==> src/rtl/fft_sdf_stage_cu.sv <==
// Control unit for one radix-2 SDF FFT stage: sequences fill, run and drain of the
// delay line and produces butterfly select/enable, output valid/last and twiddle address.
module fft_sdf_stage_cu #(
  parameter int DELAY     = 16,
  parameter int FRAME_LEN = 64,
  parameter int CW        = $clog2(FRAME_LEN)
) (
  input  logic          clk,
  input  logic          rst,
  input  logic          in_valid,
  output logic          in_ready,
  input  logic          flush,
  output logic          bf_sel,
  output logic          bf_en,
  output logic          out_valid,
  output logic          out_last,
  output logic [CW-1:0] tw_addr,
  output logic          alert_next,
  output logic          done
);

  localparam int DW = $clog2(DELAY);

  typedef enum logic [1:0] {
    S_IDLE,
    S_FILL,
    S_RUN,
    S_DRAIN
  } state_t;

  state_t        state_reg, state_next;
  logic [CW-1:0] in_cnt_reg;
  logic [CW-1:0] out_cnt_reg;
  logic [DW:0]   drain_cnt_reg;
  logic          first_reg;

  logic accept;
  logic adv;
  logic out_valid_c;
  logic drain_last;
  logic clear_cnt;

  always_comb begin
    in_ready    = (state_reg != S_DRAIN);
    accept      = in_valid & in_ready;
    adv         = 1'b0;
    out_valid_c = 1'b0;
    drain_last  = 1'b0;
    clear_cnt   = 1'b0;
    state_next  = state_reg;
    case (state_reg)
      S_IDLE: begin
        adv = accept;
        if (accept) state_next = S_FILL;
      end
      S_FILL: begin
        // flush takes priority: the sample offered in the same cycle is dropped
        if (flush) begin
          clear_cnt  = 1'b1;
          state_next = S_IDLE;
        end else begin
          adv = accept;
          if (accept && in_cnt_reg == CW'(DELAY - 1)) state_next = S_RUN;
        end
      end
      S_RUN: begin
        adv         = accept;
        out_valid_c = accept;
        if (flush) state_next = S_DRAIN;
      end
      S_DRAIN: begin
        adv         = 1'b1;
        out_valid_c = 1'b1;
        drain_last  = (drain_cnt_reg == (DW + 1)'(DELAY - 1));
        if (drain_last) begin
          clear_cnt  = 1'b1;
          state_next = S_IDLE;
        end
      end
      default: state_next = S_IDLE;
    endcase
  end

  assign bf_en      = adv;
  assign bf_sel     = in_cnt_reg[DW];
  assign out_valid  = out_valid_c;
  assign out_last   = out_valid_c & (out_cnt_reg == CW'(FRAME_LEN - 1));
  assign tw_addr    = out_cnt_reg;
  assign alert_next = out_valid_c & first_reg;
  assign done       = drain_last;

  always_ff @(posedge clk) begin
    if (rst) begin
      state_reg     <= S_IDLE;
      in_cnt_reg    <= '0;
      out_cnt_reg   <= '0;
      drain_cnt_reg <= '0;
      first_reg     <= 1'b0;
    end else begin
      state_reg <= state_next;
      if (clear_cnt) begin
        in_cnt_reg    <= '0;
        out_cnt_reg   <= '0;
        drain_cnt_reg <= '0;
      end else begin
        // counters are exactly CW bits wide, so the FRAME_LEN-1 -> 0 wrap is natural
        if (adv)               in_cnt_reg    <= in_cnt_reg + CW'(1);
        if (out_valid_c)       out_cnt_reg   <= out_cnt_reg + CW'(1);
        if (state_reg == S_DRAIN) drain_cnt_reg <= drain_cnt_reg + (DW + 1)'(1);
      end
      if (state_reg == S_FILL && state_next == S_RUN)
        first_reg <= 1'b1;
      else if (out_valid_c || clear_cnt)
        first_reg <= 1'b0;
    end
  end

endmodule

==> config.mk <==
export PLATFORM = sky130hd
export DESIGN_NAME = fft_sdf_stage_cu
export DESIGN_NICKNAME = d
export VERILOG_FILES = /design/src/rtl/fft_sdf_stage_cu.sv
export SDC_FILE = /design/constraint.sdc
export NUM_CORES = 1
export LEC_CHECK = 0
export CORE_MARGIN = 5
export CORE_UTILIZATION = 25
export CTS_CLUSTER_DIAMETER = 80
export DETAILED_ROUTE_END_ITERATION = 12
export GPL_ROUTABILITY_DRIVEN = 1
export PLACE_DENSITY_LB_ADDON = 0.05
export SYNTH_ARGS = -nofsm -noshare
export SYNTH_HDL_FRONTEND = slang
export SYNTH_SLANG_ARGS = --single-unit
==> constraint.sdc <==
create_clock -name clk -period 1.84 [get_ports clk]
set_input_delay 0.552 -clock clk [delete_from_list [all_inputs] [get_ports clk]]
set_output_delay 0.552 -clock clk [all_outputs]
set_load 0.05 [all_outputs]
==> results.md, run 1 <==
* Clock latency on the worst-skew pair at about 0.26 ns
* Ant diodes at 0
* Placed insts at 210
* Slew headroom at between 70% and 80%
* Crit Path Category: reg -> out
* Setup violators final at 1
* CP top delay family: simple AND/OR/NAND/NOR gates
* Mapped Area at 0.001087 sq mm
* Global-route wire length before repair at 4726 um
* Worst-Margin Slew at 0.3066 ns
* P&R area growth vs syn at 52.59%
* Vias in the first global route at 1,035
* Largest net degree at the start of global routing at 13
* Fmax at 0.5163 GHz
* Synth Instances at 130
* Nets at between 150 and 200
* Synthesized Nets at 138
* TritonCTS buffer count at 3
* DRT iter0 DRCs at 66
* Final Hold Viols at 0
* Startpoint Class: flip-flop
* Via count at 1,053
* Pre-CTS WS at -0.3946 ns
* Largest stage delay, worst path at 0.34 ns
* Quantity of hold-fixing buffers added after cts at 0
* Hold_ws at 0.4911 ns
* Clk root buf: clkbuf_8
* Setup repair after global routing missed its margin: yes
* Status: finished with violations
* Die Footprint at about 0.0058 sq mm
* Design area at 0.001659 sq mm
* Layout cells sized above 1 at 37.80%
* Max clock buf depth at 2
* Initial Util at 25.32%
* Drt wl/cell at 13.13 um
* Critical path arrival at between 1 and 1.5 ns
* Post-synth top flop: dfxtp_1
* Worst-path clk slew at 0.08 ns
* Residual DRC at 0
* Critical path buffers and inverters at 1
* Post-synth cell types at 36
* Height of the die at 75.95 um
* Fin cells at 216
* Tcrit/Tclk final at 105.3%
* Peak supply drop at a little under 0.2 mV
* Worst-path fanout max at 2
* Most instantiated cells after synthesis: dfxtp_1, a21oi_1, o21ai_0
* CTS HTree Levels at 1
* Leakage at 0.6111 nW
* Seq/Total Area, Yosys at 36.82%
* Synth area leaders: dfxtp_1, a21oi_1, o21ai_0
* Share of the synthesized area in the top cell type at 36.82%
* Ys async rst share at 0%
* PwrDens at 542.0 mW/mm^2
* Final Max Tran Viols at 0
* Post-route worst setup slack at -0.09683 ns
* CP required at about 1.3 ns
* Congestion Overflow GR at 0
* Layout Skew at 0.001541 ns
* FF-to-FF path depth at 10
* Worst R2R Setup Slack at 0.09 ns
* Hold Path Class: reg -> reg
* Syn avg cell area at 8.364 sq um
* Levels on crit path at 5
* Rows at 24
* Flops & latches, synth at 20
* Placed cell areas at 0.001509 sq mm
* Vias per cell at 4.875
* Placer Congestion at 0.7476
* Critical path capture point: done
* R2r endpoint: tw_addr[1]$_SDFFE_PP0P_
* Final HPWL DP at 2012 um
* # IOs at 17
* Crit-path slowest cell: dfxtp_2
* Core area at 0.004294 sq mm
* Yosys warnings at 0
* Initial antenna violation count at 0
* Failing checks: setup timing
* R2r startpoint: drain_cnt_reg[0]$_SDFFE_PP0P_
* CTS tree: yes
* Drt total wl at 2837 um
* All-Layer GR Usage at 9.958%
* Yosys top cell by area: dfxtp_1
* MaxCap Viol Count at 0
* Crit path time final at between 1.5 and 2 ns
* ANT nets after route at 0
* TNS Setup at -0.09683 ns
* Setup crit start: drain_cnt_reg[0]$_SDFFE_PP0P_
* Number of flops mapped to enable cells by yosys at 0
* Worst setup EP type: output pin
* Top-count cell post-synth: dfxtp_1
* PortBufs at 16
* DRT Pass-1 Iters at 4
* CTS sink cnt at 20
* Crit-path cells: ha_4, and3_4, ha_4, and3_4, buf_12
* Die width at 75.95 um
worst min path at each step:
stage                                             start                       endpoint  slack, ns  cells after the start
final                            first_reg$_SDFFE_PP0P_         first_reg$_SDFFE_PP0P_       0.49                      2
after floorplan                  first_reg$_SDFFE_PP0P_         first_reg$_SDFFE_PP0P_       0.45                      2
after CTS                        first_reg$_SDFFE_PP0P_         first_reg$_SDFFE_PP0P_       0.49                      2
after global placement    drain_cnt_reg[3]$_SDFFE_PP0P_  drain_cnt_reg[3]$_SDFFE_PP0P_       0.48                      2
after detailed placement         first_reg$_SDFFE_PP0P_         first_reg$_SDFFE_PP0P_       0.48                      2
after global routing      drain_cnt_reg[3]$_SDFFE_PP0P_  drain_cnt_reg[3]$_SDFFE_PP0P_       0.52                      2
logic make-up after synthesis:
group	count (synthesis)	share of synthesized area, %
AO/OA/AOI/OAI	39	22.09
XOR/XNOR	4	3.223
adder cells (fa/ha/maj)	4	4.603
buffers and inverters	12	7.018
flip-flops	20	36.82
multiplexers	5	4.603
AND/OR/NAND/NOR	46	21.63
final cells by class:
type                       instances  area [sq um]
fill                             448          2635
sequential                        20         407.9
tap                               52         65.06
multi-input combinational         98         700.7
clock buffer                       4         55.05
timing repair buffer              37         409.1
inverter                           5         21.27
routing by layer:
metal	vias up	GRT usage [%]	routed length [um]
met2	21	15.41	1329
met4	0	6.050	83
met1	488	12.22	1315
li1	537	-	-
met3	7	2.607	109
met5	-	0	0
tightest hold or removal path, stage by stage, from the launching register on:
cell and delay (ns):
dfxtp_1 0.31, o21ai_0 0.07, a21oi_1 0.07
metrics by stage:
stage | utilization (%) | power [mW]
4_1_cts | 37.44 | 0.9078
3_5_place_dp | 35.14 | 0.5599
6_report | 38.64 | 0.8992
5_1_grt | 38.64 | 0.9404
2_1_floorplan | - | 0.5074
3_3_place_gp | 35.14 | 0.5589
layout by cell type (no fill, tap or decap), drive strengths merged, types with 2 or more instances in the layout:
cell,n
buf,35
dfxtp,20
o21ai,13
a21oi,12
nor2,11
nand2,8
nand3,7
mux2i,5
inv,5
or3,4
clkbuf,4
ha,4
nor3,3
a211oi,3
nor2b,3
o211ai,3
xor2,3
and2,3
and3,2
nand2b,2
nor3b,2
a21boi,2
report_power, final:
part	internal, mW	leakage (nW)	switching (mW)
Combinational	0.0533	0.419	0.0578
Sequential	0.437	0.164	0.00913
Clock	0.191	0.0288	0.151
repair_timing:
item,4_1_cts,5_1_grt
resized for setup,17,9
buffers inserted,1,0
cloned,0,1
endpoints found under the setup margin,6,13
pin swaps,5,2
(Power assumes the default switching activity.)
==> inputs of run 2 (changes only) <==
- SLEW_MARGIN: unset -> 20
==> results of run 2 <==
The final DEF is identical to that of run 1; final timing and power are the same.
==> inputs of run 3 (changes only) <==
- TNS_END_PERCENT: unset -> 20
==> run 3 against run 2 <==
Compared with the run above:
- the flow still finishes with violations (setup timing)
- highest routed layer unchanged
- register-to-register slack lost 0.03 ns
- core utilization grew 0.29 points
- critical path type unchanged
- critical path depth is the same
- non-clock buffer count grew 3
- global-route usage shrank 0.36 points
- clock-buffer cell count shrank 1
==> results.md, run 3 (same netlist as run 1, synthesis figures left out) <==
* # IOs at 17
* Quantity of hold-fixing buffers added after cts at 0
* Nets at 176
* Tcrit/Tclk final at 105.8%
* DRT Pass-1 Iters at 4
* PortBufs at 16
* Crit-path cells: ha_4, and3_4, ha_4, and3_4, buf_12
* Worst-Margin Slew at slightly below 0.3 ns
* Worst-path fanout max at 2
* Placer Congestion at 0.7062
* CTS sink cnt at 20
* Rows at 24
* Setup violators final at 1
* CP required at 1.29 ns
* Worst-path clk slew at approximately 0.07 ns
* PwrDens at 503.7 mW/mm^2
* Peak supply drop at between 0.5 and 0.6 mV
* Crit path time final at 1.947 ns
* Crit Path Category: reg -> out
* Global-route wire length before repair at 4623 um
* Layout cells sized above 1 at 39.16%
* Core area at around 0.0043 sq mm
* Most common cell after layout, fill and taps aside: buf_4
* Die width at 75.95 um
* Hold Path Class: reg -> reg
* Hold_ws at ~0.48 ns
* Largest stage delay, worst path at roughly 0.34 ns
* Height of the die at 75.95 um
* Post-route worst setup slack at -0.1073 ns
* CTS tree: yes
* Most frequent cells in the layout: buf_4, dfxtp_1, o21ai_0
* Fin cells at 218
* Final HPWL DP at 2010 um
* Critical path arrival at 1.40 ns
* Filler Cell Count at roughly 450
* Via count at 1,036
* Max clock buf depth at 2
* Largest net degree at the start of global routing at 13
* All-Layer GR Usage at 9.599%
* Congestion Overflow GR at 0
* CTS HTree Levels at 1
* Ant diodes at 0
* Clock latency on the worst-skew pair at 0.25 ns
* Crit-path slowest cell: dfxtp_2
* Residual DRC at 0
* TritonCTS buffer count at 3
* Drt total wl at ~2700 um
* Status: finished with violations
* Startpoint Class: flip-flop
* Worst setup EP type: output pin
* Leakage at 0.6186 nW
* Drt wl/cell at about 12 um
* Clk root buf: clkbuf_8
* DRT iter0 DRCs at 40
* Vias in the first global route at 999
* Die Footprint at 0.005768 sq mm
* Fmax at between 0.5 and 0.6 GHz
* Initial Util at 25.32%
* Failing checks: setup timing
* Slew headroom at 80.02%
* Vias per cell at around 4.8
* Final Hold Viols at 0
* Placed insts at 211
* Final Max Tran Viols at 0
* Layout Skew at 0.003057 ns
* MaxCap Viol Count at 0
* Initial antenna violation count at 0
* ANT nets after route at 0
* Setup repair after global routing missed its margin: yes
* P&R area growth vs syn at 53.74%
-- run 3: cell count changes in the layout (fill, tap and decap cells not counted), sizes merged --
cell	delta
clkbuf	-1
buf	+3
-- run 3: per-stage QoR --
stage	utilization, %	area [sq um]	power, mW	setup slack [ns]	TNS, ns
4_1_cts	37.44	1608	0.8580	-0.1270	-0.1366
2_1_floorplan	-	1100	0.5068	-0.07302	-0.1036
6_report	38.93	1672	0.8420	-0.1073	-0.1073
3_3_place_gp	35.23	1513	0.5600	-0.3701	-3.114
5_1_grt	38.93	1672	0.8935	-0.1534	-0.1713
3_5_place_dp	35.23	1513	0.5608	-0.3994	-3.313
-- run 3: area by class of cell --
type / instances / area [sq um] / area share, %
Multi-Input combinational cell: 98 / 695.7 / 41.62
Sequential cell: 20 / 410.4 / 24.55
Tap cell: 52 / 65.06 / 3.892
Inverter: 5 / 21.27 / 1.272
Clock buffer: 3 / 41.29 / 2.470
Timing Repair Buffer: 40 / 437.9 / 26.20
-- run 3: timing repair --
item | in CTS | in global routing
resized for setup | 18 | 11
setup buffers | 1 | 3
setup endpoints to repair | 6 | 15
gates cloned | 0 | 0
pin swaps | 3 | 4
hold endpoints to repair | 0 | 0
-- run 3: path summary, 6_finish.rpt --
path	endpoint	start	cells past startpoint	slack, ns
min	first_reg$_SDFFE_PP0P_	first_reg$_SDFFE_PP0P_	2	0.48
max	done	drain_cnt_reg[1]$_SDFFE_PP0P_	5	-0.11
max reg2reg	tw_addr[5]$_SDFFE_PP0P_	drain_cnt_reg[1]$_SDFFE_PP0P_	10	0.06
min reg2reg	first_reg$_SDFFE_PP0P_	first_reg$_SDFFE_PP0P_	2	0.48
-- run 3: power by group --
part / internal (mW) / switching (mW) / total [mW] / leakage (nW)
clock network: 0.146 / 0.139 / 0.284 / 0.0216
logic: 0.0552 / 0.0565 / 0.112 / 0.433
registers: 0.437 / 0.00853 / 0.446 / 0.164
-- run 3: critical path: cells and delay by family, from the launching register on --
family                     cells  cell delay [ns]
adders and majority gates      2             0.30
and+or+nand+nor                2             0.36
DFF                            1             0.34
buffers and inverters          1             0.14
-- run 3: layer usage --
metal	vias up	global-route usage, %	part of all wire [%]
met4	0	3.737	2.1
li1	540	-	-
met1	473	11.75	48
met2	19	14.98	44
met3	4	3.791	5.1
met5	-	0	0
